==> src/rtl/uart_pkg.sv <==
// uart_pkg: definitions shared by the UART receive and transmit paths.
//   uart_rx_state_e           receiver FSM state encoding
//   CLKS_PER_BIT_DEFAULT      default oversampling ratio (clk cycles per bit)
//   UART_IDLE_LEVEL           line level while no frame is in flight
package uart_pkg;

  typedef enum logic [2:0] {
    IDLE   = 3'd0,
    START  = 3'd1,
    DATA   = 3'd2,
    PARITY = 3'd3,
    STOP   = 3'd4
  } uart_rx_state_e;

  localparam int   CLKS_PER_BIT_DEFAULT = 16;
  localparam logic UART_IDLE_LEVEL      = 1'b1;

endpackage

==> src/rtl/uart_sync_2ff.sv <==
// uart_sync_2ff: two-flop synchronizer for a single asynchronous bit.
//   clk    in  system clock
//   rst_n  in  asynchronous active-low reset (both flops load RESET_VAL)
//   d      in  asynchronous input
//   q      out d delayed by two clk cycles, safe to use in the clk domain
module uart_sync_2ff #(
  parameter logic RESET_VAL = 1'b1
) (
  input  logic clk,
  input  logic rst_n,
  input  logic d,
  output logic q
);

  logic meta_q;
  logic sync_q;

  // Two-stage capture; the first stage may go metastable, the second resolves it.
  always_ff @(posedge clk or negedge rst_n) begin
    if (!rst_n) begin
      meta_q <= RESET_VAL;
      sync_q <= RESET_VAL;
    end else begin
      meta_q <= d;
      sync_q <= meta_q;
    end
  end

  assign q = sync_q;

endmodule

==> src/rtl/uart_rx.sv <==
// uart_rx: oversampling UART receiver with a one-entry holding register.
//   clk          in  system clock
//   rst_n        in  asynchronous active-low reset
//   rx           in  serial line, asynchronous to clk, idle high
//   rx_data      out received byte, stable while rx_valid=1
//   rx_valid     out holding register full
//   rx_ready     in  consumer accepts when rx_valid && rx_ready
//   frame_err    out 1-cycle pulse: stop bit sampled low
//   overrun_err  out 1-cycle pulse: completed byte dropped (holding register full)
//   parity_err   out 1-cycle pulse: even-parity mismatch (only with UART_RX_PARITY_EN)
//   busy         out receiver is inside a frame
// Build option: define UART_RX_PARITY_EN to add an even parity bit between
// the data bits and the stop bit, plus the parity_err output.
module uart_rx
  import uart_pkg::*;
#(
  parameter int DATA_WIDTH   = 8,
  parameter int CLKS_PER_BIT = CLKS_PER_BIT_DEFAULT
) (
  input  logic                  clk,
  input  logic                  rst_n,
  input  logic                  rx,
  output logic [DATA_WIDTH-1:0] rx_data,
  output logic                  rx_valid,
  input  logic                  rx_ready,
  output logic                  frame_err,
  output logic                  overrun_err,
`ifdef UART_RX_PARITY_EN
  output logic                  parity_err,
`endif
  output logic                  busy
);

  localparam int CNT_W = $clog2(CLKS_PER_BIT);
  localparam int IDX_W = $clog2(DATA_WIDTH) + 1;
  localparam logic [CNT_W-1:0] CNT_ZERO = CNT_W'(0);
  localparam logic [CNT_W-1:0] CNT_ONE  = CNT_W'(1);
  localparam logic [CNT_W-1:0] CNT_HALF = CNT_W'(CLKS_PER_BIT / 2 - 1);
  localparam logic [CNT_W-1:0] CNT_LAST = CNT_W'(CLKS_PER_BIT - 1);
  localparam logic [IDX_W-1:0] IDX_ZERO = IDX_W'(0);
  localparam logic [IDX_W-1:0] IDX_ONE  = IDX_W'(1);
  localparam logic [IDX_W-1:0] IDX_LAST = IDX_W'(DATA_WIDTH - 1);

  uart_rx_state_e        state_q, state_d;
  logic [CNT_W-1:0]      cnt_q, cnt_d;
  logic [IDX_W-1:0]      idx_q, idx_d;
  logic [DATA_WIDTH-1:0] sh_q, sh_d;
  logic [DATA_WIDTH-1:0] rx_data_q, rx_data_d;
  logic                  rx_valid_q, rx_valid_d;
  logic                  frame_err_q, frame_err_d;
  logic                  overrun_err_q, overrun_err_d;
  logic                  busy_q, busy_d;
  logic                  rx_s;        // synchronized line
  logic                  rx_prev_q;   // rx_s one cycle earlier, for falling-edge detect
  logic                  done_ok_s;   // stop bit sampled high this cycle
  logic                  done_bad_s;  // stop bit sampled low this cycle
`ifdef UART_RX_PARITY_EN
  logic                  par_q, par_d;
  logic                  parity_err_q, parity_err_d;

  // Even parity: data bits plus parity bit must XOR to zero.
  function automatic logic even_parity_bad(input logic [DATA_WIDTH-1:0] data, input logic par);
    return (^data) ^ par;
  endfunction
`endif

  uart_sync_2ff #(.RESET_VAL(UART_IDLE_LEVEL)) u_sync (
    .clk   (clk),
    .rst_n (rst_n),
    .d     (rx),
    .q     (rx_s)
  );

  // State register: every flop of the receiver, async reset to idle values.
  always_ff @(posedge clk or negedge rst_n) begin
    if (!rst_n) begin
      state_q       <= IDLE;
      cnt_q         <= CNT_ZERO;
      idx_q         <= IDX_ZERO;
      sh_q          <= {DATA_WIDTH{1'b0}};
      rx_prev_q     <= UART_IDLE_LEVEL;
      rx_data_q     <= {DATA_WIDTH{1'b0}};
      rx_valid_q    <= 1'b0;
      frame_err_q   <= 1'b0;
      overrun_err_q <= 1'b0;
      busy_q        <= 1'b0;
`ifdef UART_RX_PARITY_EN
      par_q         <= 1'b0;
      parity_err_q  <= 1'b0;
`endif
    end else begin
      state_q       <= state_d;
      cnt_q         <= cnt_d;
      idx_q         <= idx_d;
      sh_q          <= sh_d;
      rx_prev_q     <= rx_s;
      rx_data_q     <= rx_data_d;
      rx_valid_q    <= rx_valid_d;
      frame_err_q   <= frame_err_d;
      overrun_err_q <= overrun_err_d;
      busy_q        <= busy_d;
`ifdef UART_RX_PARITY_EN
      par_q         <= par_d;
      parity_err_q  <= parity_err_d;
`endif
    end
  end

  // Next-state logic: bit timing, sampling and frame sequencing.
  always_comb begin
    state_d    = state_q;
    cnt_d      = cnt_q;
    idx_d      = idx_q;
    sh_d       = sh_q;
    done_ok_s  = 1'b0;
    done_bad_s = 1'b0;
`ifdef UART_RX_PARITY_EN
    par_d      = par_q;
`endif
    case (state_q)
      IDLE: begin
        // Only a high-to-low transition starts a frame; a stuck-low line does not.
        if (!rx_s && rx_prev_q) begin
          state_d = START;
          cnt_d   = CNT_ZERO;
        end else begin
          state_d = IDLE;
        end
      end
      START: begin
        // Re-check the start bit at its middle to reject glitches.
        if (cnt_q == CNT_HALF) begin
          cnt_d = CNT_ZERO;
          if (rx_s == 1'b0) begin
            state_d = DATA;
            idx_d   = IDX_ZERO;
          end else begin
            state_d = IDLE;
          end
        end else begin
          cnt_d = cnt_q + CNT_ONE;
        end
      end
      DATA: begin
        if (cnt_q == CNT_LAST) begin
          sh_d  = {rx_s, sh_q[DATA_WIDTH-1:1]};  // LSB arrives first
          cnt_d = CNT_ZERO;
          idx_d = idx_q + IDX_ONE;
          if (idx_q == IDX_LAST) begin
`ifdef UART_RX_PARITY_EN
            state_d = PARITY;
`else
            state_d = STOP;
`endif
          end else begin
            state_d = DATA;
          end
        end else begin
          cnt_d = cnt_q + CNT_ONE;
        end
      end
      PARITY: begin
`ifdef UART_RX_PARITY_EN
        if (cnt_q == CNT_LAST) begin
          par_d   = rx_s;
          cnt_d   = CNT_ZERO;
          state_d = STOP;
        end else begin
          cnt_d = cnt_q + CNT_ONE;
        end
`else
        state_d = IDLE;
        cnt_d   = CNT_ZERO;
`endif
      end
      STOP: begin
        if (cnt_q == CNT_LAST) begin
          cnt_d      = CNT_ZERO;
          state_d    = IDLE;
          done_ok_s  = rx_s;
          done_bad_s = ~rx_s;
        end else begin
          cnt_d = cnt_q + CNT_ONE;
        end
      end
      default: begin
        state_d = IDLE;
        cnt_d   = CNT_ZERO;
        idx_d   = IDX_ZERO;
      end
    endcase
  end

  // Output logic: holding register handshake and single-cycle error pulses.
  always_comb begin
    rx_data_d     = rx_data_q;
    rx_valid_d    = rx_valid_q;
    frame_err_d   = done_bad_s;
    overrun_err_d = 1'b0;
    busy_d        = (state_d != IDLE);
`ifdef UART_RX_PARITY_EN
    parity_err_d  = done_ok_s & even_parity_bad(sh_q, par_q);
`endif
    if (done_ok_s) begin
      // A consume on the same edge frees the register for the new byte.
      if (!rx_valid_q || rx_ready) begin
        rx_data_d  = sh_q;
        rx_valid_d = 1'b1;
      end else begin
        overrun_err_d = 1'b1;
      end
    end else if (rx_valid_q && rx_ready) begin
      rx_valid_d = 1'b0;
    end else begin
      rx_valid_d = rx_valid_q;
    end
  end

  assign rx_data     = rx_data_q;
  assign rx_valid    = rx_valid_q;
  assign frame_err   = frame_err_q;
  assign overrun_err = overrun_err_q;
  assign busy        = busy_q;
`ifdef UART_RX_PARITY_EN
  assign parity_err  = parity_err_q;
`endif

endmodule

==> config.mk <==
export PLATFORM = sky130hd
export DESIGN_NAME = uart_rx
export DESIGN_NICKNAME = d
export VERILOG_FILES = /design/src/rtl/uart_pkg.sv /design/src/rtl/uart_sync_2ff.sv /design/src/rtl/uart_rx.sv
export SDC_FILE = /design/constraint.sdc
export NUM_CORES = 1
export LEC_CHECK = 0
export CAP_MARGIN = 20
export CORE_UTILIZATION = 55
export CTS_CLUSTER_DIAMETER = 80
export CTS_CLUSTER_SIZE = 24
export DETAILED_ROUTE_END_ITERATION = 10
export PLACE_DENSITY = 0.88
export SYNTH_ARGS = -nofsm -noshare
export SYNTH_HDL_FRONTEND = slang
export SYNTH_SLANG_ARGS = --single-unit
==> constraint.sdc <==
create_clock -name clk -period 5.6 [get_ports clk]
set_input_delay 1.68 -clock clk [delete_from_list [all_inputs] [get_ports clk]]
set_output_delay 1.68 -clock clk [all_outputs]
set_load 0.02 [all_outputs]
==> impl_metrics.yaml <==
power:
  p_sw_uw: 159.2
  clkPwrFrac: 0.254
  power.internal_uw: 388.0
  swShare: 0.2909
  power_density_nw_per_um2: 312.6
  combinationalPowerShare: 0.206
  pwr-share-seq: 0.540
  power.leakage_nw: 0.8674
  irDropWorstVdd_uv: 306.3
sta:
  fin_crit_ps: 3128
  fmax_ghz: 0.3196
  worst_pin_slew_ps: 476.4
  finalWorstSetupSlack_ps: 2472
  final-setup-viol-count: 0
  tns_ps: 0
  skew_ps: 13.77
  rsz0062_at_grt: "no"
  drv_slew: 0
  report.final.hold_viol_count: 0
  period_share: 0.5587
  max-slew-margin-rel: 0.6824
grt:
  use_met1: 0.2379
  gr-usage-met2: 0.3012
  grt.busiest_layer: "met2"
  grt_max_degree: 35
  grt_antenna_before_repair: 0
  grt_remaining_overflow: 0
  grt_pass1_vias: 868
  grt_pass1_wl_mm: 3.864
  grt_usage: 0.1966
  met3_usage: 0.05833
floorplan:
  core_um2: 2545
  fp.dieW_um: 54.75
  start_util: 0.6013
  dieArea_um2: 2997
  io_pins: 16
  die_height_um: 54.75
  row_count: 18
routing:
  num_vias: 903
  wire_per_inst_um: 14.75
  drc: 0
  postRouteAntennaNets: 0
  vias_per_cell: 5.609
  drt-pass1-iter-count: 2
  wl_mm: 2.375
  drt_iter0_markers: 10
placed_design:
  place.gp.congestion: 0.8134
  io_buffers: 15
  post-place-ws_ps: 2123
  dpl.hpwl_mm: 1.698
synth:
  ys_warn_count: 0
  synth_area_leaders: "dfrtp_1 (51%), mux2_4 (15%), dfstp_2 (5.2%)"
  syn_inst: 111
  synth_compound_area_frac: 0.07522
  yosysSeqAreaShare: 0.5585
  ys_ff_latch: 34
  ys_types: 34
  synth.top_cell.area_share: 0.5070
  synth_fa_ha_area_frac: 0.01635
  synth_area_um2: 1530
  synth_top_family_by_area: "multiplexers"
  yosys.area_share.simple: 0.1365
  synth-xor-area-share: 0.01145
  synth_top_cell_by_area: "dfrtp_1"
  syn-num-nets: 117
  synth_mux_area_frac: 0.1693
  synth_area_per_cell_um2: 13.79
clock_network:
  cts_resized: 0
  holdBufCountCts: 0
  clockRootBuffer: "clkbuf_4"
  clkLatencyLatePin_ps: 340
  cts_max_path_buffers: 2
  cts_tree: "done"
  cts_setup_buffers: 0
  clock_sinks: 34
  htreeDepth: 2
  cts_buffers: 5
  clkTransAtPathRegs_ps: 110
worst_setup_path:
  path_class: "in2reg"
  cpMaxStageDelayCell: "or4b_1"
  critPathRequiredTime_ps: 5820
  crit_start: "rx_ready"
  end_kind: "flop"
  worstSetupStartpointType: "input pin"
  cp_top_family: "simple AND/OR/NAND/NOR gates"
  r2r_start: "cnt_q[0]$_DFFE_PN0P_"
  crit_chain: "clkdlybuf4s50_1 -> nand2b_1 -> or4b_1 -> mux2_4"
  critPathArrivalTime_ps: 3350
  path_buf_inv: 1
  crit_fanout: 8
  cp.depth: 4
  r2r.worst_path.cells: 4
  slowest_delay_ps: 700
final_layout:
  diodes: 0
  layout-drive-gt1-share: 0.2519
  syn2layout_area_growth_pct: 14.39
  layout_commonest_cell: "dfrtp_1"
  nNetsFinal: 136
  final_cell_mix: "dfrtp_1 (31), mux2_4 (15), clkdlybuf4s50_1 (15)"
worst_hold_path:
  hp-class: "reg2reg"
  min_path_cells: 0
  hp-start: "u_sync.meta_q$_DFF_PN1_"
job:
  max-cap-violations: 0
outcome:
  status: "complete, no violations"
## worst reg2reg max path, stage by stage, from the launching register on
cell and delay [ps]:
dfrtp_1 390, ha_1 230, nand3_1 180, or4b_1 790, mux2_4 390
## per-layer routing
layer  vias to the layer above  routed length (um)
met2                        19                1139
li1                        436                   -
met1                       440                1071
met3                         8                  94
met4                         0                  70
met5                         -                   0
## stage by stage
stage	total power, mW	cell area, um2	cells	hold WS, ps	util
after floorplan	0.3849	1530	111	345.2	-
after global placement	0.4040	1690	153	345.9	0.6642
after detailed placement	0.4134	1690	153	347.9	0.6642
after CTS	0.5529	1750	161	364.1	0.6878
after global routing	0.5781	1750	161	364.7	0.6878
final	0.5472	1750	161	356.1	0.6878
## worst paths after layout
path / slack, ps / endpoint
hold reg to reg: 360 / u_sync.q$_DFF_PN1_
min in group asynchronous: 1730 / rx_valid$_DFFE_PN0P_
max in group asynchronous: 3530 / rx_prev_q$_DFF_PN1_
setup reg to reg: 3510 / rx_data[2]$_DFFE_PN0P_
setup / recovery: 2470 / rx_data[2]$_DFFE_PN0P_
hold / removal: 360 / u_sync.q$_DFF_PN1_
## cells in the mapped netlist (all sizes together)
cell,n
a211o,3
a21oi,3
a22o,3
a41o,1
and3,1
and3b,2
buf,4
dfrtp,31
dfstp,3
ha,2
inv,4
mux2,18
nand2,3
nand2b,3
nand3,4
nand4,2
nor2,4
nor3,3
nor3b,3
o21ai,3
o22ai,1
o32ai,1
or2,1
or2b,1
or3,1
or3b,2
or4b,2
xnor2,1
xor2,1
## layout make-up
| cell class | count | area [um2] |
|---|---|---|
| timing repair buffer | 16 | 157.7 |
| clock inverter | 1 | 5.005 |
| clock buffer | 7 | 55.05 |
| sequential | 34 | 854.6 |
| multi-input combinational | 69 | 625.6 |
| tap | 30 | 37.54 |
| inverter | 4 | 15.01 |
| fill | 176 | 794.5 |
## power groups by stage
stage	Clock, mW	Combinational (mW)	Sequential (mW)
3_5_place_dp	0	0.114	0.299
6_report	0.139	0.113	0.295
4_1_cts	0.144	0.114	0.295
3_3_place_gp	0	0.106	0.298
2_1_floorplan	0	0.0932	0.292
5_1_grt	0.154	0.125	0.299
## cells by family (layout without fill, tap and decap cells)
| family | count (synthesis) | after routing |
|---|---|---|
| xor gates and xnor gates | 2 | 2 |
| buffers and inverters | 8 | 28 |
| and+or+nand+nor | 32 | 32 |
| muxes | 18 | 18 |
| DFF | 34 | 34 |
| adders and majority gates | 2 | 2 |
| AOI/OAI and AO/OA | 15 | 15 |
## state kept, by name, summed over array words and instances, names as in the netlist
| register | count |
|---|---|
| sh_q | 8 |
| u_sync.q | 1 |
| cnt_q | 4 |
| rx_data | 8 |
| rx_prev_q | 1 |
| state_q | 3 |
| u_sync.meta_q | 1 |
| frame_err | 1 |
| idx_q | 4 |
| overrun_err | 1 |
| rx_valid | 1 |
| busy | 1 |
Power figures use the tool's default switching activity.
